[config.mk]
export PLATFORM = sky130hd
export DESIGN_NAME = writeback_stage
export DESIGN_NICKNAME = d
export VERILOG_FILES = /design/src/rtl/writeback_stage.sv
export SDC_FILE = /design/constraint.sdc
export NUM_CORES = 1
export LEC_CHECK = 0
export ABC_AREA = 1
export CAP_MARGIN = 20
export CELL_PAD_IN_SITES_DETAIL_PLACEMENT = 2
export CELL_PAD_IN_SITES_GLOBAL_PLACEMENT = 2
export CORE_MARGIN = 4
export CORE_UTILIZATION = 28
export DETAILED_ROUTE_END_ITERATION = 16
export MAX_ROUTING_LAYER = met4
export PLACE_DENSITY_LB_ADDON = 0.12
export REMOVE_ABC_BUFFERS = 1
export SETUP_SLACK_MARGIN = 0.1
export SLEW_MARGIN = 20
export SYNTH_ARGS = -nofsm -noshare
export SYNTH_HDL_FRONTEND = slang
export SYNTH_SLANG_ARGS = --single-unit
[constraint.sdc]
create_clock -name clk -period 7.05 [get_ports clk]
set_clock_uncertainty 0.05 [all_clocks]
set_input_delay 1.0575 -clock clk [delete_from_list [all_inputs] [get_ports clk]]
set_output_delay 1.0575 -clock clk [all_outputs]
set_load 0.01 [all_outputs]
[src/rtl/writeback_stage.sv]
// MEM/WB stage register and register-file writeback logic.
// Extracts load data, flags load faults and counts retired instructions.
module writeback_stage #(
    parameter int XLEN  = 32,
    parameter int CNT_W = 64
) (
    input  logic             clk,
    input  logic             reset,
    input  logic             StallW,
    input  logic             FlushW,
    input  logic             ValidM,
    input  logic             RegWriteM,
    input  logic [1:0]       ResultSrcM,
    input  logic [2:0]       Funct3M,
    input  logic [4:0]       RdM,
    input  logic [XLEN-1:0]  ALUResultM,
    input  logic [XLEN-1:0]  ReadDataM,
    input  logic [XLEN-1:0]  PCPlus4M,
    output logic             ValidW,
    output logic             RegWriteW,
    output logic [4:0]       RdW,
    output logic [XLEN-1:0]  ResultW,
    output logic             LoadErrW,
    output logic [CNT_W-1:0] InstRetW
);

    logic             valid_q, valid_d;
    logic             regwrite_q, regwrite_d;
    logic [1:0]       resultsrc_q, resultsrc_d;
    logic [2:0]       funct3_q, funct3_d;
    logic [4:0]       rd_q, rd_d;
    logic [XLEN-1:0]  aluresult_q, aluresult_d;
    logic [XLEN-1:0]  readdata_q, readdata_d;
    logic [XLEN-1:0]  pcplus4_q, pcplus4_d;
    logic [CNT_W-1:0] instret_q, instret_d;

    logic [1:0]      off;
    logic [7:0]      ld_byte;
    logic [15:0]     ld_half;
    logic [XLEN-1:0] ld_data;
    logic            ld_fault;
    logic            is_load;

    // Next stage contents: flush beats stall, stall beats capture.
    always_comb begin
        valid_d     = valid_q;
        regwrite_d  = regwrite_q;
        resultsrc_d = resultsrc_q;
        funct3_d    = funct3_q;
        rd_d        = rd_q;
        aluresult_d = aluresult_q;
        readdata_d  = readdata_q;
        pcplus4_d   = pcplus4_q;
        if (FlushW) begin
            valid_d     = 1'b0;
            regwrite_d  = 1'b0;
            resultsrc_d = '0;
            funct3_d    = '0;
            rd_d        = '0;
            aluresult_d = '0;
            readdata_d  = '0;
            pcplus4_d   = '0;
        end else if (!StallW) begin
            valid_d     = ValidM;
            regwrite_d  = RegWriteM;
            resultsrc_d = ResultSrcM;
            funct3_d    = Funct3M;
            rd_d        = RdM;
            aluresult_d = ALUResultM;
            readdata_d  = ReadDataM;
            pcplus4_d   = PCPlus4M;
        end
    end

    // An instruction retires when it leaves W, faulting or not.
    always_comb begin
        instret_d = instret_q;
        if (valid_q && !StallW) begin
            instret_d = instret_q + 1'b1;
        end
    end

    // Stage register and retirement counter.
    always_ff @(posedge clk or posedge reset) begin
        if (reset) begin
            valid_q     <= 1'b0;
            regwrite_q  <= 1'b0;
            resultsrc_q <= '0;
            funct3_q    <= '0;
            rd_q        <= '0;
            aluresult_q <= '0;
            readdata_q  <= '0;
            pcplus4_q   <= '0;
            instret_q   <= '0;
        end else begin
            valid_q     <= valid_d;
            regwrite_q  <= regwrite_d;
            resultsrc_q <= resultsrc_d;
            funct3_q    <= funct3_d;
            rd_q        <= rd_d;
            aluresult_q <= aluresult_d;
            readdata_q  <= readdata_d;
            pcplus4_q   <= pcplus4_d;
            instret_q   <= instret_d;
        end
    end

    assign off     = aluresult_q[1:0];
    assign ld_half = off[1] ? readdata_q[31:16] : readdata_q[15:0];
    assign is_load = (resultsrc_q == 2'b01);

    // Little-endian byte select and load sign/zero extension.
    always_comb begin
        unique case (off)
            2'd0: ld_byte = readdata_q[7:0];
            2'd1: ld_byte = readdata_q[15:8];
            2'd2: ld_byte = readdata_q[23:16];
            2'd3: ld_byte = readdata_q[31:24];
        endcase
        ld_data  = '0;
        ld_fault = 1'b0;
        unique case (funct3_q)
            3'b000: ld_data = {{(XLEN-8){ld_byte[7]}}, ld_byte};
            3'b100: ld_data = {{(XLEN-8){1'b0}}, ld_byte};
            3'b001: begin
                ld_data  = {{(XLEN-16){ld_half[15]}}, ld_half};
                ld_fault = off[0];
            end
            3'b101: begin
                ld_data  = {{(XLEN-16){1'b0}}, ld_half};
                ld_fault = off[0];
            end
            3'b010: begin
                ld_data  = readdata_q;
                ld_fault = (off != 2'd0);
            end
            default: ld_fault = 1'b1;
        endcase
    end

    assign LoadErrW = valid_q & is_load & ld_fault;

    // Writeback data select; faulting loads write nothing.
    always_comb begin
        ResultW = '0;
        unique case (resultsrc_q)
            2'b00: ResultW = aluresult_q;
            2'b01: ResultW = LoadErrW ? '0 : ld_data;
            2'b10: ResultW = pcplus4_q;
            default: ResultW = '0;
        endcase
    end

    assign ValidW    = valid_q;
    assign RdW       = rd_q;
    assign RegWriteW = valid_q & regwrite_q & (rd_q != 5'd0)
                     & ~LoadErrW & (resultsrc_q != 2'b11);
    assign InstRetW  = instret_q;

endmodule

==> reports/qor.json, run 1 <==
{
  "critical_path": {
    "worst_path_required_time_ns": 5.94,
    "crit_path_max_fanout": 33,
    "worstPathArrival_ns": 3.42,
    "rrSetupSlack_ns": 4.65,
    "timing.critical_path.to_type": "output port",
    "startpoint_type": "flop",
    "rr_endpoint": "InstRetW[53]",
    "cp_slowest_cell": "clkdlybuf4s50_1",
    "critical_path.cell_chain": "nor2_1 -> nand2_1 -> inv_2 -> nand2_1 -> o221ai_1 -> nand2_2 -> nand3_1 -> nand3_1 -> clkdlybuf4s50_1",
    "timing.rr.start": "InstRetW[15]",
    "reg2regPathDepth": 9,
    "worstSetupPathType": "reg2out",
    "slowest_delay_ns": 0.57,
    "worst_setup_path_startpoint": "funct3_q[0]"
  },
  "clocking": {
    "clk_transition_reported_paths_ns": 0.07,
    "cts_tree": "yes",
    "post_cts_sizing": 0,
    "cts.repair_timing.setup_buffer_count": 0,
    "ctsHtreeMaxLevel": 4,
    "post_cts_hold_buffer_count": 0,
    "clock_latency_ns": 0.44,
    "cts_made_buffers": 17,
    "root_buffer": "clkbuf_16",
    "numClockSinks": 172,
    "worst_case_clock_buffer_depth": 2
  },
  "yosys": {
    "synth_most_common_cell": "nand2_1",
    "synth_enable_flop_cells": 0,
    "dominantRegCellSynth": "dfrtp_1",
    "synth.top_cells.by_area": "dfrtp_1 (47%), nand2_1 (14%), nand3_1 (11%)",
    "synthesis.yosys.warnings": 0,
    "seq_area_frac_synth_pct": 46.5,
    "instance_count_of_the_mapped_netlist": 1239,
    "synth_commonest_cells": "nand2_1 (357), nand3_1 (211), dfrtp_1 (172)",
    "netlist.area_leader.share_pct": 46.5,
    "yosysUniqueCellTypes": 34,
    "synth-async-reset-ratio_pct": 100,
    "synth_area_um2": 9250,
    "yosys.area.top_type": "dfrtp_1",
    "ys_ff_latch": 172,
    "avgSynthCellArea_um2": 7.47
  },
  "drt": {
    "detailroute.wirelength.met3_um": 1310,
    "route.top_layer_used": "met4",
    "post-route-drc-count": 0,
    "m1WireLength_um": 16300,
    "totalWireLength_um": 37800,
    "number_of_drc_markers_after_the_initial_detailed_route_iteration": 375,
    "drt_pre_antenna_iters": 5,
    "routed_wire_length_per_instance_um": 20.0,
    "final_antenna_net_count": 0,
    "viasPerCell": 4.94,
    "via_count": 9328,
    "route.met2.wl_um": 19600
  },
  "global_route": {
    "grt_start_max_net_pins": 110,
    "first_pass_grt_wire_length_um": 59600,
    "first_global_vias": 10300,
    "grt_usage_pct": 21.7,
    "globalRouteOverflowTotal": 0,
    "antenna_found_initial": 7
  },
  "layout": {
    "drive_above_1_share_pct": 5.36,
    "area_growth_syn_to_layout_pct": 34.0,
    "num-nets-final": 1538,
    "final_std_cells_w_o_fill": 1887
  },
  "placed_design": {
    "routabilityCongestion": 0.784,
    "dpl.cell_count": 1848,
    "place.detailed.hpwl_um": 26800,
    "port_buffers": 215
  },
  "worst_hold_path": {
    "hp-start": "aluresult_q[15]",
    "holdPathEnd": "aluresult_q[15]",
    "path_type_of_the_worst_min_delay_path": "reg2reg",
    "min_path_cells": 2
  },
  "timing": {
    "timing_max_transition_violations_final": 0,
    "fin_setup_tns_ns": 0,
    "setup-violations-final": 0,
    "max-slew-margin-rel_pct": 37.9,
    "hold_viol_final": 0,
    "rsz0062_at_grt": "no",
    "finalWorstPathRequiredPeriod_ns": 4.52,
    "max_slew.worst_pin.slew_ns": 0.929,
    "fmaxAchievable_mhz": 221,
    "timing.final.crit_share_pct": 64.2
  },
  "floorplanning": {
    "core_area_um2": 32500,
    "start_util_pct": 28.4,
    "die_h_um": 190,
    "floorplan.die_area_um2": 36000,
    "floorplan.io_pins": 216,
    "fp.dieW_um": 190,
    "floorplan.rows": 66
  },
  "outcome": {
    "run_status": "finished clean"
  },
  "power_and_ir_drop": {
    "static-leakage-power_uw": 0.00552,
    "report.power.total_uw": 2420,
    "ir_drop_mv": 0.155,
    "power_per_cell_area_nw_per_um2": 195
  },
  "job": {
    "cap_violations": 0
  }
}
[layer usage]
| layer | global-route usage, % | vias to the layer above |
|---|---|---|
| li1 | - | 4403 |
| met1 | 26.0 | 4724 |
| met2 | 38.3 | 167 |
| met3 | 3.85 | 34 |
| met4 | 5.26 | 0 |
| met5 | - | - |
[sequential cells by signal (all words and copies together) (netlist names)]
signal / count
InstRetW: 64
RdW: 5
ValidW: 1
aluresult_q: 32
funct3_q: 3
pcplus4_q: 32
readdata_q: 32
regwrite_q: 1
resultsrc_q: 2
[cells by family (layout without fill, tap and decap cells)]
group / Yosys count / in the layout / synth area share, %
flops: 172 / 172 / 46.5
other cells: 0 / 8 / 0
buf+inv: 183 / 381 / 7.86
fa+ha+maj: 1 / 1 / 0.135
xor+xnor: 38 / 38 / 3.60
compound gates: 131 / 131 / 7.49
simple gates: 714 / 714 / 34.4
[how the worst max path moves through the flow]
| stage | end | slack (ns) | depth (start not counted) |
|---|---|---|---|
| 2_1_floorplan | InstRetW[0] | 1.28 | 1 |
| 3_3_place_gp | ResultW[5] | 3.05 | 9 |
| 3_5_place_dp | ResultW[29] | 2.94 | 9 |
| 4_1_cts | ResultW[29] | 2.44 | 9 |
| 5_1_grt | ResultW[4] | 2.20 | 9 |
| 6_report | ResultW[4] | 2.53 | 9 |
[through the flow]
step / area, um2 / utilization, % / setup WS (ns) / hold WS [ns]
2_1_floorplan: 9000 / - / 1.28 / 0.425
3_3_place_gp: 11800 / 36.2 / 3.05 / 0.440
3_5_place_dp: 11800 / 36.2 / 2.94 / 0.449
4_1_cts: 12400 / 38.1 / 2.44 / 0.467
5_1_grt: 12400 / 38.1 / 2.20 / 0.493
6_report: 12400 / 38.1 / 2.53 / 0.458
[layout by cell type, fill, tap and decap left out, types with 4 or more instances in the layout]
cell	Yosys	layout
o22ai_1	8	8
o21ai_0	80	80
inv_2	5	4
nand3_1	211	211
clkinv_2	1	7
nand2_1	357	357
nor3_1	15	15
nor2_1	70	67
a21oi_1	31	31
nand2_2	5	5
clkdlybuf4s50_1	0	213
xor2_1	18	18
inv_1	118	117
clkbuf_8	0	6
diode_2	0	8
o211ai_1	8	8
nand4_1	31	31
nor2_2	9	12
dfrtp_1	172	172
buf_4	3	10
nand3b_1	4	4
nand2_4	4	4
clkbuf_16	0	17
xnor2_1	20	20
[where the power goes]
group	internal, uW	switching (uW)	total (uW)
clock	575	411	986
combinational	161	205	366
sequential	1030	33.2	1060
total	1770	649	2420
[worst max-delay path, delay by kind of cell, from the launching register on]
kind	cells	cell delay, ns
simple gates	6	1.38
compound gates	1	0.12
buf+inv	2	1.01
flops	1	0.45
[area by class of cell]
| class | instances | area (um2) |
|---|---|---|
| fillers | 3794 | 20100 |
| repair buffers | 225 | 2220 |
| clock buffers | 24 | 512 |
| multi-input cells | 884 | 4230 |
| flip-flops and latches | 172 | 4300 |
| inverters | 125 | 482 |
| well taps | 442 | 553 |
| clock inverters | 7 | 85.1 |
| diodes | 8 | 20.0 |
(Power assumes the default switching activity.)
==> inputs of run 2 (changes only) <==
Settings changed: CORE_UTILIZATION 28 to 25.
Clock period 7.05 ns to 4 ns, I/O delays scaled along.
==> reports/qor.json, run 2 (synthesis results as in run 1) <==
{
  "critical_path": {
    "timing.rr.start": "InstRetW[12]",
    "cp_num_cells": {"value": 8, "change": "-1"},
    "slowest_delay": {"value": 0.55, "unit": "ns", "change": "-0.02 ns"},
    "worst_setup_path_startpoint": "aluresult_q[1]",
    "endpoint": "ResultW[11]",
    "critical_path.cell_chain": "o21ai_0 -> nand2_1 -> o21ai_0 -> nand2_2 -> o211ai_1 -> nand3_1 -> nand2_1 -> clkdlybuf4s50_1",
    "worstPathArrival": {"value": 2.88, "unit": "ns", "change": "-0.54 ns"},
    "startpoint_type": "flop",
    "path_delay_family": "compound AO/OA/AOI/OAI gates",
    "critical_path_buffers_and_inverters": {"value": 1, "change": "-1"},
    "rrSetupSlack": {"value": 1.88, "unit": "ns", "change": "-2.77 ns"},
    "reg2regPathDepth": {"value": 9, "change": "unchanged"},
    "rr_endpoint": "InstRetW[41]",
    "worst_path_required_time": {"value": 3.35, "unit": "ns", "change": "-2.59 ns"},
    "timing.critical_path.to_type": "output port",
    "worstSetupPathType": "reg2out",
    "cp_slowest_cell": "clkdlybuf4s50_1",
    "crit_path_max_fanout": {"value": 24, "change": "-27%"}
  },
  "layout": {
    "area_growth_syn_to_layout_pct": 34.8,
    "final_cell_mix": "nand2_1 (356), clkdlybuf4s50_1 (213), nand3_1 (210), dfrtp_1 (172), inv_1 (117)",
    "final_std_cells_w_o_fill": {"value": 1919, "change": "+1.7%"},
    "number_of_flip_flops_in_the_largest_register": {"value": 64, "change": "unchanged"},
    "num-nets-final": {"value": 1545, "change": "+0.46%"},
    "layout.cells.most_common": "nand2_1",
    "final.fill_count": {"value": 4212, "change": "+11%"},
    "drive_above_1_share": {"value": 5.75, "unit": "%", "change": "+0.39 points"}
  },
  "power_and_ir_drop": {
    "ir_drop": {"value": 0.303, "unit": "mV", "change": "+96%"},
    "report.power.total": {"value": 4220, "unit": "uW", "change": "+74%"},
    "static-leakage-power": {"value": 0.00555, "unit": "uW", "change": "+0.52%"},
    "power_per_cell_area": {"value": 338, "unit": "nW/um2", "change": "+73%"}
  },
  "timing": {
    "setup-violations-final": {"value": 0, "change": "unchanged"},
    "timing_max_transition_violations_final": {"value": 0, "change": "unchanged"},
    "timing.final.crit_share_pct": 88.2,
    "max_slew.worst_pin.slew": {"value": 0.971, "unit": "ns", "change": "+0.0423 ns"},
    "finalWorstPathRequiredPeriod_ns": 3.53,
    "hold_viol_final": {"value": 0, "change": "unchanged"},
    "fmaxAchievable_mhz": 284,
    "rsz0062_at_grt": "no",
    "max-slew-margin-rel": {"value": 35.2, "unit": "%", "change": "-2.7 points"}
  },
  "floorplanning": {
    "floorplan.io_pins": {"value": 216, "change": "unchanged"},
    "fp.dieW": {"value": 200, "unit": "um", "change": "+5.6%"},
    "core_area": {"value": 36500, "unit": "um2", "change": "+12%"},
    "die_h": {"value": 200, "unit": "um", "change": "+5.6%"},
    "floorplan.rows": {"value": 70, "change": "+6.1%"},
    "floorplan.die_area": {"value": 40200, "unit": "um2", "change": "+11%"},
    "start_util": {"value": 25.3, "unit": "%", "change": "-3.1 points"}
  },
  "drt": {
    "number_of_drc_markers_after_the_initial_detailed_route_iteration": {"value": 375, "change": "unchanged"},
    "m1WireLength": {"value": 17000, "unit": "um", "change": "+4.5%"},
    "route.top_layer_used": "met4",
    "post-route-drc-count": {"value": 0, "change": "unchanged"},
    "route.met2.wl": {"value": 20000, "unit": "um", "change": "+2.2%"},
    "drt_pre_antenna_iters": {"value": 4, "change": "-1"},
    "detailroute.wirelength.met3": {"value": 1060, "unit": "um", "change": "-19%"},
    "totalWireLength": {"value": 38700, "unit": "um", "change": "+2.5%"},
    "via_count": {"value": 9236, "change": "-0.99%"},
    "final_antenna_net_count": {"value": 0, "change": "unchanged"},
    "routed_wire_length_per_instance": {"value": 20.2, "unit": "um", "change": "+0.78%"},
    "viasPerCell": {"value": 4.81, "change": "-2.6%"}
  },
  "placed_design": {
    "place.detailed.hpwl": {"value": 27600, "unit": "um", "change": "+3.3%"},
    "routabilityCongestion": {"value": 0.800, "change": "+1.9%"},
    "port_buffers": {"value": 215, "change": "unchanged"},
    "dpl.cell_count": {"value": 1881, "change": "+1.8%"}
  },
  "clocking": {
    "post_cts_hold_buffer_count": {"value": 0, "change": "unchanged"},
    "root_buffer": "clkbuf_16",
    "ctsHtreeMaxLevel": {"value": 4, "change": "unchanged"},
    "cts.repair_timing.setup_buffer_count": {"value": 0, "change": "unchanged"},
    "worst_case_clock_buffer_depth": {"value": 2, "change": "unchanged"},
    "clk_transition_reported_paths": {"value": 0.07, "unit": "ns", "change": "about the same"},
    "clock_latency": {"value": 0.45, "unit": "ns", "change": "about the same"},
    "cts_tree": "yes",
    "numClockSinks": {"value": 172, "change": "unchanged"},
    "cts_made_buffers": {"value": 17, "change": "unchanged"}
  },
  "global_route": {
    "grt_usage": {"value": 19.7, "unit": "%", "change": "-2.0 points"},
    "first_global_vias": {"value": 10300, "change": "-0.19%"},
    "globalRouteOverflowTotal": {"value": 0, "change": "unchanged"},
    "grt_start_max_net_pins": {"value": 86, "change": "-22%"},
    "antenna_found_initial": {"value": 7, "change": "unchanged"},
    "first_pass_grt_wire_length": {"value": 61100, "unit": "um", "change": "+2.6%"}
  },
  "worst_hold_path": {
    "path_type_of_the_worst_min_delay_path": "reg2reg"
  },
  "outcome": {
    "run_status": "finished clean"
  },
  "job": {
    "cap_violations": {"value": 0, "change": "unchanged"}
  }
}
-- run 2: per-stage QoR --
step | hold slack, ns | util [%] | cell area (um2) | TNS, ns | worst slack (ns)
2_1_floorplan | 0.425 | - | 9000 | -225.35 | -1.31
3_3_place_gp | 0.443 | 32.5 | 11900 | 0 | 0.647
3_5_place_dp | 0.450 | 32.5 | 11900 | 0 | 0.628
4_1_cts | 0.468 | 34.1 | 12400 | 0 | 0.177
5_1_grt | 0.492 | 34.2 | 12500 | 0 | 0.242
6_report | 0.464 | 34.2 | 12500 | 0 | 0.473
-- run 2: power by group --
part / internal [uW] / switching (uW)
clock network: 945 / 742
registers: 1820 / 58.2
logic: 290 / 363
-- run 2: worst min-delay path by stage --
stage,startpoint,endpoint,slack (ns),depth (start not counted)
2_1_floorplan,aluresult_q[15],aluresult_q[15],0.43,2
3_3_place_gp,aluresult_q[30],aluresult_q[30],0.44,2
3_5_place_dp,pcplus4_q[31],pcplus4_q[31],0.45,2
4_1_cts,pcplus4_q[31],pcplus4_q[31],0.47,2
5_1_grt,aluresult_q[6],aluresult_q[6],0.49,2
6_report,aluresult_q[4],aluresult_q[4],0.46,2
-- run 2: layout make-up --
class                      count  area [um2]  area share [%]
tap                          468         586            4.69
timing repair buffer         232        2280            18.3
clock inverter                 8        92.6           0.742
clock buffer                  23         468            3.75
sequential                   172        4300            34.5
inverter                     125         482            3.86
antenna                        7        17.5           0.140
multi-input combinational    884        4240            34.0
-- run 2: per-layer routing --
layer  GRT usage, %  up-vias
met4           5.06        0
met2           34.8      139
met5              -        -
li1               -     4421
met1           23.5     4645
met3           3.25       31
-- run 2: repair_timing --
item,4_1_cts,5_1_grt
setup endpoints to repair,3,24
resized for setup,1,2
cloned,0,0
-- run 2: worst reg2reg max path, stage by stage (launching register included) --
cell     delay, ns
dfrtp_1       0.42
nand2_2       0.11
nor2_2        0.21
nand2_1       0.14
nor2_2        0.13
nand2_1       0.11
nor2_2        0.37
buf_4         0.25
nand2_1       0.08
xnor2_1       0.15
==> inputs of run 3 (changes only) <==
Settings changed: ABC_CLOCK_PERIOD_IN_PS set to 4000, PLACE_DENSITY set to 0.75, PLACE_DENSITY_LB_ADDON 0.12 to unset.
==> reports/qor.json, run 3 (synthesis results as in run 1) <==
{
  "timing": {
    "timing_max_transition_violations_final": {"value": 0, "change": "unchanged"},
    "rsz0062_at_grt": "no",
    "finalWorstPathRequiredPeriod": {"value": 3.56, "unit": "ns", "change": "+0.0296 ns"},
    "max_slew.worst_pin.slew": {"value": 0.940, "unit": "ns", "change": "-0.0312 ns"},
    "fmaxAchievable": {"value": 281, "unit": "MHz", "change": "-0.83%"},
    "max-slew-margin-rel": {"value": 37.3, "unit": "%", "change": "+2.1 points"},
    "hold_viol_final": {"value": 0, "change": "unchanged"},
    "timing.final.crit_share": {"value": 88.9, "unit": "%", "change": "+0.74 points"},
    "setup-violations-final": {"value": 0, "change": "unchanged"}
  },
  "global_route": {
    "gr-usage-met3": {"value": 3.95, "unit": "%", "change": "+0.70 points"},
    "antenna_found_initial": {"value": 5, "change": "-2"},
    "top_usage_layer": "met2",
    "grt_start_max_net_pins": {"value": 82, "change": "-4.7%"},
    "grt_usage": {"value": 19.9, "unit": "%", "change": "+0.14 points"},
    "first_global_vias": {"value": 10600, "change": "+3.1%"},
    "globalRouteOverflowTotal": {"value": 0, "change": "unchanged"},
    "grt_use_met1": {"value": 24.5, "unit": "%", "change": "+0.98 points"},
    "grt_util_met2": {"value": 34.4, "unit": "%", "change": "-0.39 points"},
    "first_pass_grt_wire_length": {"value": 61900, "unit": "um", "change": "+1.3%"}
  },
  "layout": {
    "final_design_area_no_fill": {"value": 12500, "unit": "um2", "change": "+0.56%"},
    "area_growth_syn_to_layout_pct": 35.6,
    "final_cell_mix": "nand2_1 (357), clkdlybuf4s50_1 (214), nand3_1 (211), dfrtp_1 (172), inv_1 (117)",
    "number_of_flip_flops_in_the_largest_register": {"value": 64, "change": "unchanged"},
    "final_std_cells_w_o_fill": {"value": 1919, "change": "unchanged"},
    "drive_above_1_share": {"value": 5.95, "unit": "%", "change": "+0.20 points"},
    "num-nets-final": {"value": 1546, "change": "+0.065%"},
    "layout.cells.most_common": "nand2_1",
    "final.fill_count": {"value": 4214, "change": "+0.047%"}
  },
  "floorplanning": {
    "floorplan.io_pins": {"value": 216, "change": "unchanged"},
    "die_h": {"value": 200, "unit": "um", "change": "unchanged"},
    "floorplan.die_area": {"value": 40200, "unit": "um2", "change": "unchanged"},
    "floorplan.rows": {"value": 70, "change": "unchanged"},
    "core_area": {"value": 36500, "unit": "um2", "change": "unchanged"},
    "start_util": {"value": 25.3, "unit": "%", "change": "unchanged"},
    "fp.dieW": {"value": 200, "unit": "um", "change": "unchanged"}
  },
  "clocking": {
    "root_buffer": "clkbuf_16",
    "cts.repair_timing.setup_buffer_count": {"value": 0, "change": "unchanged"},
    "worst_case_clock_buffer_depth": {"value": 2, "change": "unchanged"},
    "cts_made_buffers": {"value": 17, "change": "unchanged"},
    "clk_transition_reported_paths": {"value": 0.07, "unit": "ns", "change": "about the same"},
    "ctsHtreeMaxLevel": {"value": 4, "change": "unchanged"},
    "clock_latency": {"value": 0.44, "unit": "ns", "change": "about the same"},
    "numClockSinks": {"value": 172, "change": "unchanged"},
    "cts_tree": "yes"
  },
  "drt": {
    "routed_wire_length_per_instance": {"value": 20.0, "unit": "um", "change": "-0.96%"},
    "viasPerCell": {"value": 4.86, "change": "+0.89%"},
    "via_count": {"value": 9318, "change": "+0.89%"},
    "drt_pre_antenna_iters": {"value": 4, "change": "unchanged"},
    "post-route-drc-count": {"value": 0, "change": "unchanged"},
    "number_of_drc_markers_after_the_initial_detailed_route_iteration": {"value": 324, "change": "-14%"},
    "totalWireLength": {"value": 38400, "unit": "um", "change": "-0.96%"},
    "final_antenna_net_count": {"value": 0, "change": "unchanged"}
  },
  "placed_design": {
    "place.detailed.hpwl": {"value": 27500, "unit": "um", "change": "-0.52%"},
    "routabilityCongestion": {"value": 0.835, "change": "+4.4%"},
    "port_buffers": {"value": 215, "change": "unchanged"},
    "postPlaceCellArea": {"value": 11900, "unit": "um2", "change": "+0.11%"},
    "dpl.cell_count": {"value": 1882, "change": "+0.053%"}
  },
  "critical_path": {
    "worstSetupPathType": "reg2out",
    "timing.critical_path.to_type": "output port",
    "worstPathArrival": {"value": 2.91, "unit": "ns", "change": "+0.03 ns"},
    "startpoint_type": "flop",
    "crit_path_max_fanout": {"value": 17, "change": "-29%"},
    "worst_path_required_time": {"value": 3.35, "unit": "ns", "change": "about the same"}
  },
  "power_and_ir_drop": {
    "ir_drop": {"value": 0.284, "unit": "mV", "change": "-6.3%"},
    "report.power.total": {"value": 4380, "unit": "uW", "change": "+3.8%"},
    "power_per_cell_area": {"value": 349, "unit": "nW/um2", "change": "+3.2%"},
    "static-leakage-power": {"value": 0.00558, "unit": "uW", "change": "+0.46%"}
  },
  "outcome": {
    "run_status": "finished clean"
  },
  "job": {
    "cap_violations": {"value": 0, "change": "unchanged"}
  },
  "worst_hold_path": {
    "path_type_of_the_worst_min_delay_path": "reg2reg"
  }
}
run 3: critical path, cell delays in order (launching register included):
cell and delay [ns]:
dfrtp_1 0.53, o21ai_0 0.38, nand2_1 0.08, o21ai_0 0.10, nand2_1 0.23, buf_4 0.28, nand3_1 0.10, nand3_1 0.09
nand3_1 0.12, clkdlybuf4s50_1 0.54
run 3: what timing repair did:
| action | in CTS | in global routing |
|---|---|---|
| hold buffers | 0 | 0 |
| resized for setup | 0 | 1 |
| setup endpoints to repair | 0 | 21 |
run 3: final cells by class:
class,instances,area (um2),share of cell area [%]
antenna,5,12.5,0.0998
timing repair buffer,233,2290,18.3
sequential,172,4300,34.3
multi-input combinational,884,4230,33.8
clock inverter,14,191,1.53
tap,468,586,4.67
clock buffer,18,439,3.50
inverter,125,482,3.84
run 3: through the flow:
step	hold slack (ns)	setup TNS (ns)	util [%]	setup WS [ns]
after detailed placement	0.449	0	32.6	0.696
after global routing	0.496	0	34.3	0.191
after CTS	0.467	0	34.3	0.195
after floorplan	0.425	-225.35	-	-1.31
final	0.464	0	34.3	0.444
after global placement	0.440	0	32.6	0.807
run 3: metal layers:
metal  routed length [um]  vias up
li1                     -     4421
met1                17200     4703
met2                19500      170
met3                 1310       24
met4                  393        0
met5                    0        -
run 3: worst paths after layout:
kind,from,endpoint,slack (ns),cells after the start
max,aluresult_q[1],ResultW[30],0.44,9
min,aluresult_q[2],aluresult_q[2],0.46,2
max reg2reg,InstRetW[12],InstRetW[53],1.81,9
min reg2reg,aluresult_q[2],aluresult_q[2],0.46,2
max in group asynchronous,reset,aluresult_q[15],2.42,3
min in group asynchronous,reset,pcplus4_q[30],0.53,2
run 3: power by group:
part	leakage (uW)	internal, uW	switching, uW
logic	0.00296	292	366
clock network	0.000299	1070	775
registers	0.00232	1820	60.1
total	0.00558	3170	1200
